**src/rtl/plab4_net_router_input_queue_tp_pkg.sv**
```systemverilog
// Shared definitions for the timing-protected router input stage.
// Domain encodings and default sizing are also used by the input terminal
// control/arbiter, so both sides agree on what "D1" and "D2" mean.
package plab4_net_router_input_queue_tp_pkg;

    // Time-slot owner encoding carried on the 'domain' signal
    localparam logic DOMAIN_D1 = 1'b0;
    localparam logic DOMAIN_D2 = 1'b1;

    // Default network message width (header + payload) and per-domain depth
    localparam int MSG_NBITS_DEF   = 44;
    localparam int NUM_ENTRIES_DEF = 4;

endpackage

```
**src/rtl/plab4_net_queue_1dom_tp.sv**
```systemverilog
// Single-domain FIFO with time-slot gated dequeue.
//   clk, reset_n         : clock, async active-low reset
//   domain_id            : which domain this queue belongs to (tied off by parent)
//   domain               : current time-slot owner
//   in_val/in_rdy/in_msg : enqueue handshake
//   out_val/out_rdy/out_msg : head-of-queue handshake; out_val only in own slot
//   num_free             : free entries, straight from registered count
module plab4_net_queue_1dom_tp
    import plab4_net_router_input_queue_tp_pkg::*;
#(
    parameter int p_msg_nbits      = MSG_NBITS_DEF,
    parameter int p_num_entries    = NUM_ENTRIES_DEF,
    parameter int p_num_free_nbits = $clog2(p_num_entries + 1)
) (
    input  logic                        clk,
    input  logic                        reset_n,
    input  logic                        domain_id,
    input  logic                        domain,
    input  logic                        in_val,
    output logic                        in_rdy,
    input  logic [p_msg_nbits-1:0]      in_msg,
    output logic                        out_val,
    input  logic                        out_rdy,
    output logic [p_msg_nbits-1:0]      out_msg,
    output logic [p_num_free_nbits-1:0] num_free
);

    localparam int AW = $clog2(p_num_entries);
    typedef logic [AW-1:0]               ptr_t;
    typedef logic [p_num_free_nbits-1:0] cnt_t;
    localparam cnt_t FULL = cnt_t'(p_num_entries);

    logic [p_msg_nbits-1:0] mem [p_num_entries];
    ptr_t enq_ptr, deq_ptr;
    cnt_t count;
    logic enq_fire, deq_fire;

    // Ready and valid come only from registered state: no bypass, and no
    // same-cycle full->ready path through out_rdy.
    assign in_rdy   = (count != FULL);
    assign out_val  = (count != '0) && (domain == domain_id);
    assign out_msg  = mem[deq_ptr];
    assign num_free = FULL - count;

    assign enq_fire = in_val && in_rdy;
    assign deq_fire = out_val && out_rdy;

    // Depth is a power of two, so pointers wrap by natural overflow.
    always_ff @(posedge clk or negedge reset_n) begin
        if (!reset_n) begin
            enq_ptr <= '0;
            deq_ptr <= '0;
            count   <= '0;
        end else begin
            if (enq_fire) enq_ptr <= enq_ptr + ptr_t'(1);
            if (deq_fire) deq_ptr <= deq_ptr + ptr_t'(1);
            case ({enq_fire, deq_fire})
                2'b10:   count <= count + cnt_t'(1);
                2'b01:   count <= count - cnt_t'(1);
                default: count <= count;
            endcase
        end
    end

    // Storage is not reset; contents are meaningless while count is zero.
    always_ff @(posedge clk) begin
        if (enq_fire) mem[enq_ptr] <= in_msg;
    end

endmodule

```
**src/rtl/plab4_net_router_input_queue_tp.sv**
```systemverilog
// Dual-domain router input buffer with timing-channel protection.
// Two physically separate queues; each only dequeues in its own time slot,
// so neither domain's occupancy or credits can observe the other's traffic.
//   clk, reset_n        : clock, async active-low reset
//   domain              : current time-slot owner (0 = D1, 1 = D2)
//   in_*_d0/d1          : per-domain enqueue handshake
//   out_*_d0/d1         : per-domain head-of-queue handshake (slot gated)
//   num_free_d0/d1      : per-domain free-slot counts
module plab4_net_router_input_queue_tp
    import plab4_net_router_input_queue_tp_pkg::*;
#(
    parameter int p_msg_nbits      = MSG_NBITS_DEF,
    parameter int p_num_entries    = NUM_ENTRIES_DEF,
    parameter int p_num_free_nbits = $clog2(p_num_entries + 1)
) (
    input  logic                        clk,
    input  logic                        reset_n,
    input  logic                        domain,
    input  logic                        in_val_d0,
    output logic                        in_rdy_d0,
    input  logic [p_msg_nbits-1:0]      in_msg_d0,
    input  logic                        in_val_d1,
    output logic                        in_rdy_d1,
    input  logic [p_msg_nbits-1:0]      in_msg_d1,
    output logic                        out_val_d0,
    input  logic                        out_rdy_d0,
    output logic [p_msg_nbits-1:0]      out_msg_d0,
    output logic                        out_val_d1,
    input  logic                        out_rdy_d1,
    output logic [p_msg_nbits-1:0]      out_msg_d1,
    output logic [p_num_free_nbits-1:0] num_free_d0,
    output logic [p_num_free_nbits-1:0] num_free_d1
);

    plab4_net_queue_1dom_tp #(
        .p_msg_nbits      (p_msg_nbits),
        .p_num_entries    (p_num_entries),
        .p_num_free_nbits (p_num_free_nbits)
    ) u_q_d0 (
        .clk       (clk),
        .reset_n   (reset_n),
        .domain_id (DOMAIN_D1),
        .domain    (domain),
        .in_val    (in_val_d0),
        .in_rdy    (in_rdy_d0),
        .in_msg    (in_msg_d0),
        .out_val   (out_val_d0),
        .out_rdy   (out_rdy_d0),
        .out_msg   (out_msg_d0),
        .num_free  (num_free_d0)
    );

    plab4_net_queue_1dom_tp #(
        .p_msg_nbits      (p_msg_nbits),
        .p_num_entries    (p_num_entries),
        .p_num_free_nbits (p_num_free_nbits)
    ) u_q_d1 (
        .clk       (clk),
        .reset_n   (reset_n),
        .domain_id (DOMAIN_D2),
        .domain    (domain),
        .in_val    (in_val_d1),
        .in_rdy    (in_rdy_d1),
        .in_msg    (in_msg_d1),
        .out_val   (out_val_d1),
        .out_rdy   (out_rdy_d1),
        .out_msg   (out_msg_d1),
        .num_free  (num_free_d1)
    );

endmodule

```
**config.mk**
```make
export PLATFORM = sky130hd
export DESIGN_NAME = plab4_net_router_input_queue_tp
export DESIGN_NICKNAME = d
export VERILOG_FILES = /design/src/rtl/plab4_net_router_input_queue_tp_pkg.sv /design/src/rtl/plab4_net_queue_1dom_tp.sv /design/src/rtl/plab4_net_router_input_queue_tp.sv
export SDC_FILE = /design/constraint.sdc
export NUM_CORES = 1
export LEC_CHECK = 0
export BUFFER_PORTS_ARGS = -buffer_cell sky130_fd_sc_hd__buf_2
export CAP_MARGIN = 20
export CORE_ASPECT_RATIO = 1.1
export CORE_MARGIN = 3
export CORE_UTILIZATION = 34
export DETAILED_ROUTE_END_ITERATION = 8
export PLACE_DENSITY = 0.56
export REMOVE_ABC_BUFFERS = 1
export SLEW_MARGIN = 25
export SYNTH_ARGS = -nofsm -noshare
export SYNTH_HDL_FRONTEND = slang
export SYNTH_HIERARCHICAL = 1
export SYNTH_SLANG_ARGS = --single-unit
```
**constraint.sdc**
```tcl
create_clock -name clk -period 3.9 [get_ports clk]
set_clock_uncertainty 0.15 [all_clocks]
set_input_delay 0.78 -clock clk [delete_from_list [all_inputs] [get_ports clk]]
set_output_delay 0.78 -clock clk [all_outputs]
set_load 0.02 [all_outputs]
```
Word-level counts from Yosys, hierarchy flattened
Memories as Yosys holds them, arrays and structs flattened. Cells that the tools add are included.

Memories: 2. Output and inout port bits: 98. Flip-flop bits (word level): 14. Memory bits (writable): 352. Word-level logic and storage cells: 41.

Memory list: u_q_d0.mem (depth 4, bits a word 44, rd ports 1, clocked after Yosys merged registers in 0, write ports 1, RTL line plab4_net_queue_1dom_tp.sv:33) `logic [p_msg_nbits-1:0] mem [p_num_entries];`; u_q_d1.mem (depth 4, bits a word 44, rd ports 1, clocked after Yosys merged registers in 0, write ports 1, RTL line plab4_net_queue_1dom_tp.sv:33).

Multiplexer cells: 6. Bitwise logic cells: 1. Reduce and logical (&&, ||, !) cells: 10. Equal/unequal tests: 6. $add $sub $neg: 10.

Operators with widths (count): $pmux 3 s2 (2); $add 2x1->2 const B (4); $add 3x1->3 const B (2); $logic_and 1x1->1 (6); $ne 3x3->1 const B (2); $reduce_bool 3->1 (2); $sub 3x1->3 const B (2); $sub 3x3->3 const A (2); $eq 2x1->1 const B (2); $eq 2x2->1 const B (2); $mux 1 (4); $reduce_bool 2->1 (2); $not 1->1 (1).

Logic depth before layout (Yosys ltp)
Gate-level depths: netlist of run 1.

Word-level depth: 5. Mapped depth: 12. Mapped depth without buffers: 11.

Modules after synthesis
Netlist of run 1, hierarchy kept.

By module, submodules not included: plab4_net_queue_1dom_tp (u_q_d0) (area each 6890.4 um2, seq. area each 5460.2 um2, cells each 277, instances 1); plab4_net_queue_1dom_tp (u_q_d1) (area each 6889.1 um2, seq. area each 5460.2 um2, cells each 278, instances 1); plab4_net_router_input_queue_tp (area each 7.5 um2, seq. area each 0.0 um2, cells each 2, instances 1).

Least setup slack after synthesis of run 1
Ideal clock, no wire load.

Path kind: register to register. Start: reg u_q_d0.count[0]. End: mem u_q_d0/mem[0][0] in the netlist's numbering (enable). Cell stages (with the launch flop): 7. Arrival time: 2.251 ns. Path slack: 1.093 ns. Path buffers: 1. Clock period less this slack: 2.807 ns. Cells stage by stage: dfrtp_1 inv_1 ha_1 ha_1 nor2b_1 clkbuf_1 and2_1.

Word-level cells in the longest chain between the ends: 4.

RTL lines: from (decl) (RTL line plab4_net_queue_1dom_tp.sv:35) `cnt_t count;`; from (signal assigned) (RTL line plab4_net_queue_1dom_tp.sv:58) `2'b10: count <= count + cnt_t'(1);`; from (signal assigned) (RTL line plab4_net_queue_1dom_tp.sv:59) `2'b01: count <= count - cnt_t'(1);`; from (signal assigned) (RTL line plab4_net_queue_1dom_tp.sv:60) `default: count <= count;`; $ne 3x3->1 (RTL line plab4_net_queue_1dom_tp.sv:40) `assign in_rdy = (count != FULL);`; $logic_and 1x1->1 (RTL line plab4_net_queue_1dom_tp.sv:45) `assign enq_fire = in_val && in_rdy;`; $mux 1 (RTL line plab4_net_queue_1dom_tp.sv:67) `if (enq_fire) mem[enq_ptr] <= in_msg;`; $mux 1 (not written as such) (RTL line plab4_net_queue_1dom_tp.sv:67); to (decl) (RTL line plab4_net_queue_1dom_tp.sv:33).

No other way between the ends.

Worst setup path in the final report of run 1
Start: reg u_q_d1.deq_ptr[0]. End: out out_msg_d1[0].

Word-level cells in the longest chain between the ends: 1.

RTL lines: from (decl) (RTL line plab4_net_queue_1dom_tp.sv:34) `ptr_t enq_ptr, deq_ptr;`; from (signal assigned) (RTL line plab4_net_queue_1dom_tp.sv:56) `if (deq_fire) deq_ptr <= deq_ptr + ptr_t'(1);`; $mem_v2 4x44; to (decl) (RTL line plab4_net_router_input_queue_tp.sv:30) `output logic [p_msg_nbits-1:0] out_msg_d1,`.

No other way between the ends.

==> results.py, run 1 <==
metrics = {
    "outcome": {
        "status": "finished, final reports clean",
    },
    "power_and_ir_drop": {
        "combPwrFrac": 0.323,
        "pwr-share-seq": 0.416,
        "intPower_mw": 8.90,
        "cellPowerDensity_nw_per_um2": 793,
        "p_sw_mw": 4.25,
        "p_leak_nw": 5.79,
        "ir_drop_uv": 484,
        "sw_frac_of_total": 0.323,
        "p_clk_frac": 0.261,
        "p_total_mw": 13.2,
    },
    "grt": {
        "grt_start_max_net_pins": 46,
        "grt_overflow_total": 0,
        "busiest_layer": "met2",
        "grt_use_met2": 0.195,
        "antenna_found_initial": 7,
        "grt_pass1_wl_um": 41200,
        "grt_pass1_vias": 6762,
        "grt_use_total": 0.127,
        "met3_usage": 0.0491,
        "grt.met1_usage": 0.164,
    },
    "critical_path": {
        "endpoint_kind": "output port",
        "crit_fanout": 19,
        "start_kind": "register",
        "cp_cell_sequence": "buf_4 -> mux4_1 -> buf_2",
        "reg2reg_from": "u_q_d0/count[0]",
        "critPathTopFamily": "flip-flops",
        "crit_cells": 3,
        "reg2regPathDepth": 6,
        "startpoint": "u_q_d1/deq_ptr[0]",
        "crit_buf_inv": 2,
        "max_stage_delay_ps": 730,
        "crit_slowest_cell": "dfrtp_2",
        "path_class": "reg -> out",
        "worstPathArrival_ps": 2340,
        "cp.required_ps": 2970,
    },
    "placement": {
        "dp_hpwl_um": 17200,
        "gp_congestion": 0.669,
        "portBuffers": 192,
        "dp_cells": 1252,
        "dp_slack_ps": 1070,
    },
    "route": {
        "drt_iter0_drc": 321,
        "drcViolationCount": 0,
        "drt_pre_antenna_iters": 4,
        "via_per_inst": 4.78,
        "ant_nets": 0,
        "vias": 6339,
        "post_drt_wl_per_cell_um": 20.4,
        "routed_wl_um": 27000,
    },
    "layout": {
        "fin_cells": 1327,
        "drive_above_1_share": 0.434,
        "fin_util": 0.419,
        "regArea_um2": 10900,
        "fill_cells": 3481,
        "areaGrowthSynthToFinish_pct": 20.3,
        "nets": 901,
        "multi_input_area_um2": 2550,
    },
    "cts": {
        "numCtsBuffers": 40,
        "cts.sink_count": 366,
        "clk_latency_ps": 540,
        "cts_tree": "built",
        "post_cts_resized": 0,
        "holdBufCountCts": 1,
        "cts_setup_buffers": 0,
        "clk_path_buf_depth": 3,
        "root_buffer": "clkbuf_16",
        "cts_htree_levels": 2,
        "path_clk_slew_ps": 60,
    },
    "synth": {
        "syn_area_um2": 13800,
        "netlist-cell-type-count": 23,
        "yosysWarnings": 6,
        "synth_top_area_cell": "edfxtp_1",
        "synthCells": 557,
        "synth.top_cell.area_share": 0.767,
        "synth.top_cells.by_count": "edfxtp_1, mux4_2, inv_1, ha_1, dfrtp_1",
        "yosysMostFrequentCell": "edfxtp_1",
        "synth.avg_cell_area_um2": 24.8,
        "synthTopCellsByArea": "edfxtp_1, mux4_2, dfrtp_1",
        "synth_edf_count": 352,
        "ys_ff_latch": 366,
        "yosysSeqAreaShare": 0.792,
        "async_flop_share": 0.0383,
        "ys.flop_type": "edfxtp_1",
    },
    "die": {
        "die-area_um2": 43000,
        "core_um2": 39600,
        "start_util": 0.349,
        "io_pins": 193,
        "die_w_um": 198,
        "num_rows": 76,
        "die-height_um": 217,
    },
    "worst_hold_path": {
        "hp-start": "in_msg_d1[14]",
        "whs_path_depth": 1,
        "hp-class": "in -> reg",
    },
    "sta": {
        "rsz0062_at_grt": "no",
        "timing.final.ws_setup_ps": 630,
        "min_period_over_period": 0.838,
        "slew_headroom": 0.531,
        "tightest_slew_ps": 704,
        "finalCriticalPeriod_ps": 3270,
        "max_freq_ghz": 0.306,
        "hold_viol_final": 0,
        "slew_viol_final": 0,
        "setup_viol": 0,
        "setup-tns-final_ps": 0,
    },
    "job": {
        "drv_cap": 0,
    },
}
-- per-stage QoR --
stage | hold WS, ps | instance area (um2)
finish | 303 | 16600
global route | 287 | 16600
CTS | 264 | 16600
detailed placement | 332 | 15400
global placement | 317 | 15400
floorplan | 300 | 13500
-- cells in the final DEF, fill, tap and decap left out, drive strengths merged --
| cell | count |
|---|---|
| nor3 | 2 |
| nor3b | 2 |
| bufinv | 1 |
| diode | 4 |
| clkinv | 17 |
| inv | 19 |
| mux2i | 1 |
| clkinvlp | 3 |
| nor2b | 2 |
| dlygate4sd3 | 1 |
| conb | 2 |
| xor2 | 8 |
| fa | 2 |
| nand2 | 5 |
| mux4 | 88 |
| buf | 212 |
| ha | 16 |
| o21ai | 3 |
| clkbuf | 48 |
| xnor2 | 6 |
| nor2 | 4 |
| dfrtp | 14 |
| and2 | 8 |
| edfxtp | 352 |
-- power groups by stage --
stage | Sequential, mW | Combinational, mW | Clock [mW]
6_report | 5.47 | 4.24 | 3.44
5_1_grt | 5.55 | 4.61 | 3.72
4_1_cts | 5.49 | 4.38 | 3.57
3_5_place_dp | 5.57 | 4.36 | 0
3_3_place_gp | 5.55 | 4.36 | 0
2_1_floorplan | 5.74 | 2.58 | 0
-- routing by layer --
metal | routed length, um | vias to the layer above
met1 | 11300 | 3261
met4 | 715 | 8
li1 | - | 2786
met5 | 47 | -
met3 | 2510 | 60
met2 | 12500 | 224
-- worst paths after layout --
kind,to,slack [ps]
max,out_msg_d1[0],630
min,u_q_d1/mem[2][14],300
max reg2reg,u_q_d0/mem[3][28],1140
min reg2reg,u_q_d1/count[1],340
max in group asynchronous,u_q_d0/deq_ptr[1],2780
min in group asynchronous,u_q_d1/count[0],530
-- sequential cells by signal, summed over array words and instances, names as in the netlist --
name	flops
u_q_d1/count	3
u_q_d0/enq_ptr	2
u_q_d1/enq_ptr	2
u_q_d1/mem	176
u_q_d0/count	3
u_q_d0/deq_ptr	2
u_q_d1/deq_ptr	2
u_q_d0/mem	176
-- cell type report --
class / instances / area share
Inverter: 18 / 0.00407
Clock inverter: 22 / 0.00853
Sequential cell: 366 / 0.659
Clock buffer: 48 / 0.0635
Tap cell: 507 / 0.0383
Multi-Input combinational cell: 149 / 0.154
Timing Repair Buffer: 213 / 0.0721
Antenna cell: 4 / 0.000604
-- worst reg2reg max path: cells and delay by family, from the launching register on --
family                   cells  cell delay, ps
adder cells (fa/ha/maj)      2             420
flip-flops                   1             380
buffers and inverters        2             390
AND/OR/NAND/NOR              2            1100
-- cells by family (layout without fill, tap and decap cells) --
logic type | Yosys count | after routing | share of synthesized area
flip-flops | 366 | 366 | 0.792
AO/OA/AOI/OAI | 3 | 3 | 0.00109
other | 2 | 6 | 0.000545
adder cells (fa/ha/maj) | 18 | 18 | 0.0174
buffers and inverters | 42 | 301 | 0.0234
AND/OR/NAND/NOR | 23 | 23 | 0.00880
XOR/XNOR | 14 | 14 | 0.00889
multiplexers | 89 | 89 | 0.148
Power figures use the tool's default switching activity.
==> inputs of run 2 (changes only) <==
--- a/config.mk
+++ b/config.mk
@@ -11,7 +11,7 @@
 export CORE_MARGIN = 3
 export CORE_UTILIZATION = 34
 export DETAILED_ROUTE_END_ITERATION = 8
-export PLACE_DENSITY = 0.56
+export PLACE_DENSITY = 0.58
 export REMOVE_ABC_BUFFERS = 1
 export SLEW_MARGIN = 25
 export SYNTH_ARGS = -nofsm -noshare
==> constraint.sdc (replaced) <==
create_clock -name clk -period 2.8 [get_ports clk]
set_clock_uncertainty 0.15 [all_clocks]
set_input_delay 0.56 -clock clk [delete_from_list [all_inputs] [get_ports clk]]
set_output_delay 0.56 -clock clk [all_outputs]
set_load 0.02 [all_outputs]
==> results.py, run 2 (synthesis results as in run 1) <==
metrics = {
    "outcome": {
        "status": "finished, final reports clean",
    },
    "cts": {
        "path_clk_slew_ps": 60,
        "cts_htree_levels": 2,
        "numCtsBuffers": 40,
        "cts.sink_count": 366,
        "cts_tree": "built",
        "root_buffer": "clkbuf_16",
        "clk_path_buf_depth": 3,
        "clk_latency_ps": 530,
    },
    "route": {
        "via_per_inst": 4.74,
        "drt_pre_antenna_iters": 5,
        "drt_iter0_drc": 242,
        "post_drt_wl_per_cell_um": 20.3,
        "routed_wl_um": 27100,
        "drcViolationCount": 0,
        "vias": 6324,
        "ant_nets": 0,
    },
    "sta": {
        "rsz0062_at_grt": "no",
        "min_period_over_period": 0.965,
        "holdWs_ps": 85.8,
        "max_freq_ghz": 0.370,
        "setup_viol": 0,
        "slew_viol_final": 0,
        "hold_viol_final": 0,
        "finalCriticalPeriod_ps": 2700,
    },
    "die": {
        "num_rows": 76,
        "die_w_um": 198,
        "start_util": 0.349,
        "die-area_um2": 43000,
        "io_pins": 193,
        "core_um2": 39600,
        "die-height_um": 217,
    },
    "power_and_ir_drop": {
        "p_leak_nw": 5.98,
        "p_total_mw": 19.4,
        "ir_drop_uv": 561,
        "cellPowerDensity_nw_per_um2": 1140,
    },
    "critical_path": {
        "cp_cell_sequence": "buf_12 -> buf_12 -> mux4_2 -> buf_2",
        "worstPathArrival_ps": 1990,
        "path_class": "reg -> out",
        "critPathTopFamily": "multiplexers",
        "max_stage_delay_ps": 520,
        "crit_fanout": 10,
        "crit_slowest_cell": "mux4_2",
        "cp_common_cell": "buf_12",
        "crit_buf_inv": 3,
        "endpoint_kind": "output port",
        "start_kind": "register",
        "cp.required_ps": 2090,
    },
    "layout": {
        "layout_common_cells": "edfxtp_1, buf_2, mux4_2",
        "fin_util": 0.430,
        "fill_cells": 3411,
        "areaGrowthSynthToFinish_pct": 23.3,
        "top_regs": "u_q_d0/mem x176, u_q_d1/mem x176",
        "final_common_cell": "edfxtp_1",
        "drive_above_1_share": 0.450,
        "nets": 913,
    },
    "placement": {
        "gp_congestion": 0.708,
        "dp_hpwl_um": 17200,
        "portBuffers": 192,
    },
    "grt": {
        "grt_pass1_wl_um": 41000,
        "grt_use_total": 0.126,
        "grt_start_max_net_pins": 45,
        "grt_overflow_total": 0,
        "antenna_found_initial": 7,
        "grt_pass1_vias": 6830,
    },
    "worst_hold_path": {
        "hp-class": "in -> reg",
    },
    "job": {
        "drv_cap": 0,
    },
}
==> run 2: layer usage <==
| layer | GRT usage | up-vias | wire (um) |
|---|---|---|---|
| met4 | 0.0434 | 12 | 651 |
| li1 | - | 2810 | - |
| met2 | 0.196 | 211 | 12500 |
| met5 | 0 | - | 84 |
| met1 | 0.160 | 3235 | 11300 |
| met3 | 0.0536 | 56 | 2580 |
==> run 2: path summary, 6_finish.rpt <==
kind	start	end	slack (ps)	cells after the start
worst max register to register	u_q_d0/count[0]	u_q_d0/count[2]	250	10
worst min-delay path	in_msg_d0[2]	u_q_d0/mem[0][2]	90	1
max in group asynchronous	reset_n	u_q_d0/deq_ptr[1]	1900	2
worst min register to register	u_q_d1/count[0]	u_q_d1/count[0]	340	1
worst max-delay path	u_q_d1/deq_ptr[0]	out_msg_d1[23]	100	4
min in group asynchronous	reset_n	u_q_d1/deq_ptr[0]	320	2
==> run 2: power by group <==
part | total (mW) | switching (mW) | leakage [nW] | internal, mW
sequential | 7.52 | 0.285 | 3.38 | 7.23
clock | 5.52 | 2.02 | 0.663 | 3.50
combinational | 6.34 | 3.69 | 1.93 | 2.64
==> run 2: per-stage QoR <==
step | TNS (ps) | worst slack (ps) | std cells | cell area (um2)
final | 0 | 97.1 | 1334 | 17000
after global routing | 0 | 5.36 | 1332 | 17000
after CTS | 0 | 26.1 | 1332 | 17000
after detailed placement | 0 | 230 | 1256 | 15500
after global placement | 0 | 304 | 1256 | 15500
after floorplan | -100990 | -522 | 533 | 13500
==> run 2: cell type report <==
| cell class | instances | area, um2 | share of cell area |
|---|---|---|---|
| Sequential cell | 366 | 10900 | 0.643 |
| Multi-Input combinational cell | 149 | 2550 | 0.150 |
| Timing Repair Buffer | 225 | 1430 | 0.0840 |
| Clock buffer | 47 | 1050 | 0.0617 |
| Tap cell | 507 | 634 | 0.0373 |
| Clock inverter | 20 | 340 | 0.0200 |
| Inverter | 18 | 67.6 | 0.00397 |
| Antenna cell | 2 | 5.00 | 0.000294 |
==> run 2: repair_timing <==
item,4_1_cts,5_1_grt
endpoints found under the hold margin,14,0
setup endpoints to repair,32,0
gates resized for setup,1,0
setup buffers,8,0
hold buffers,1,0
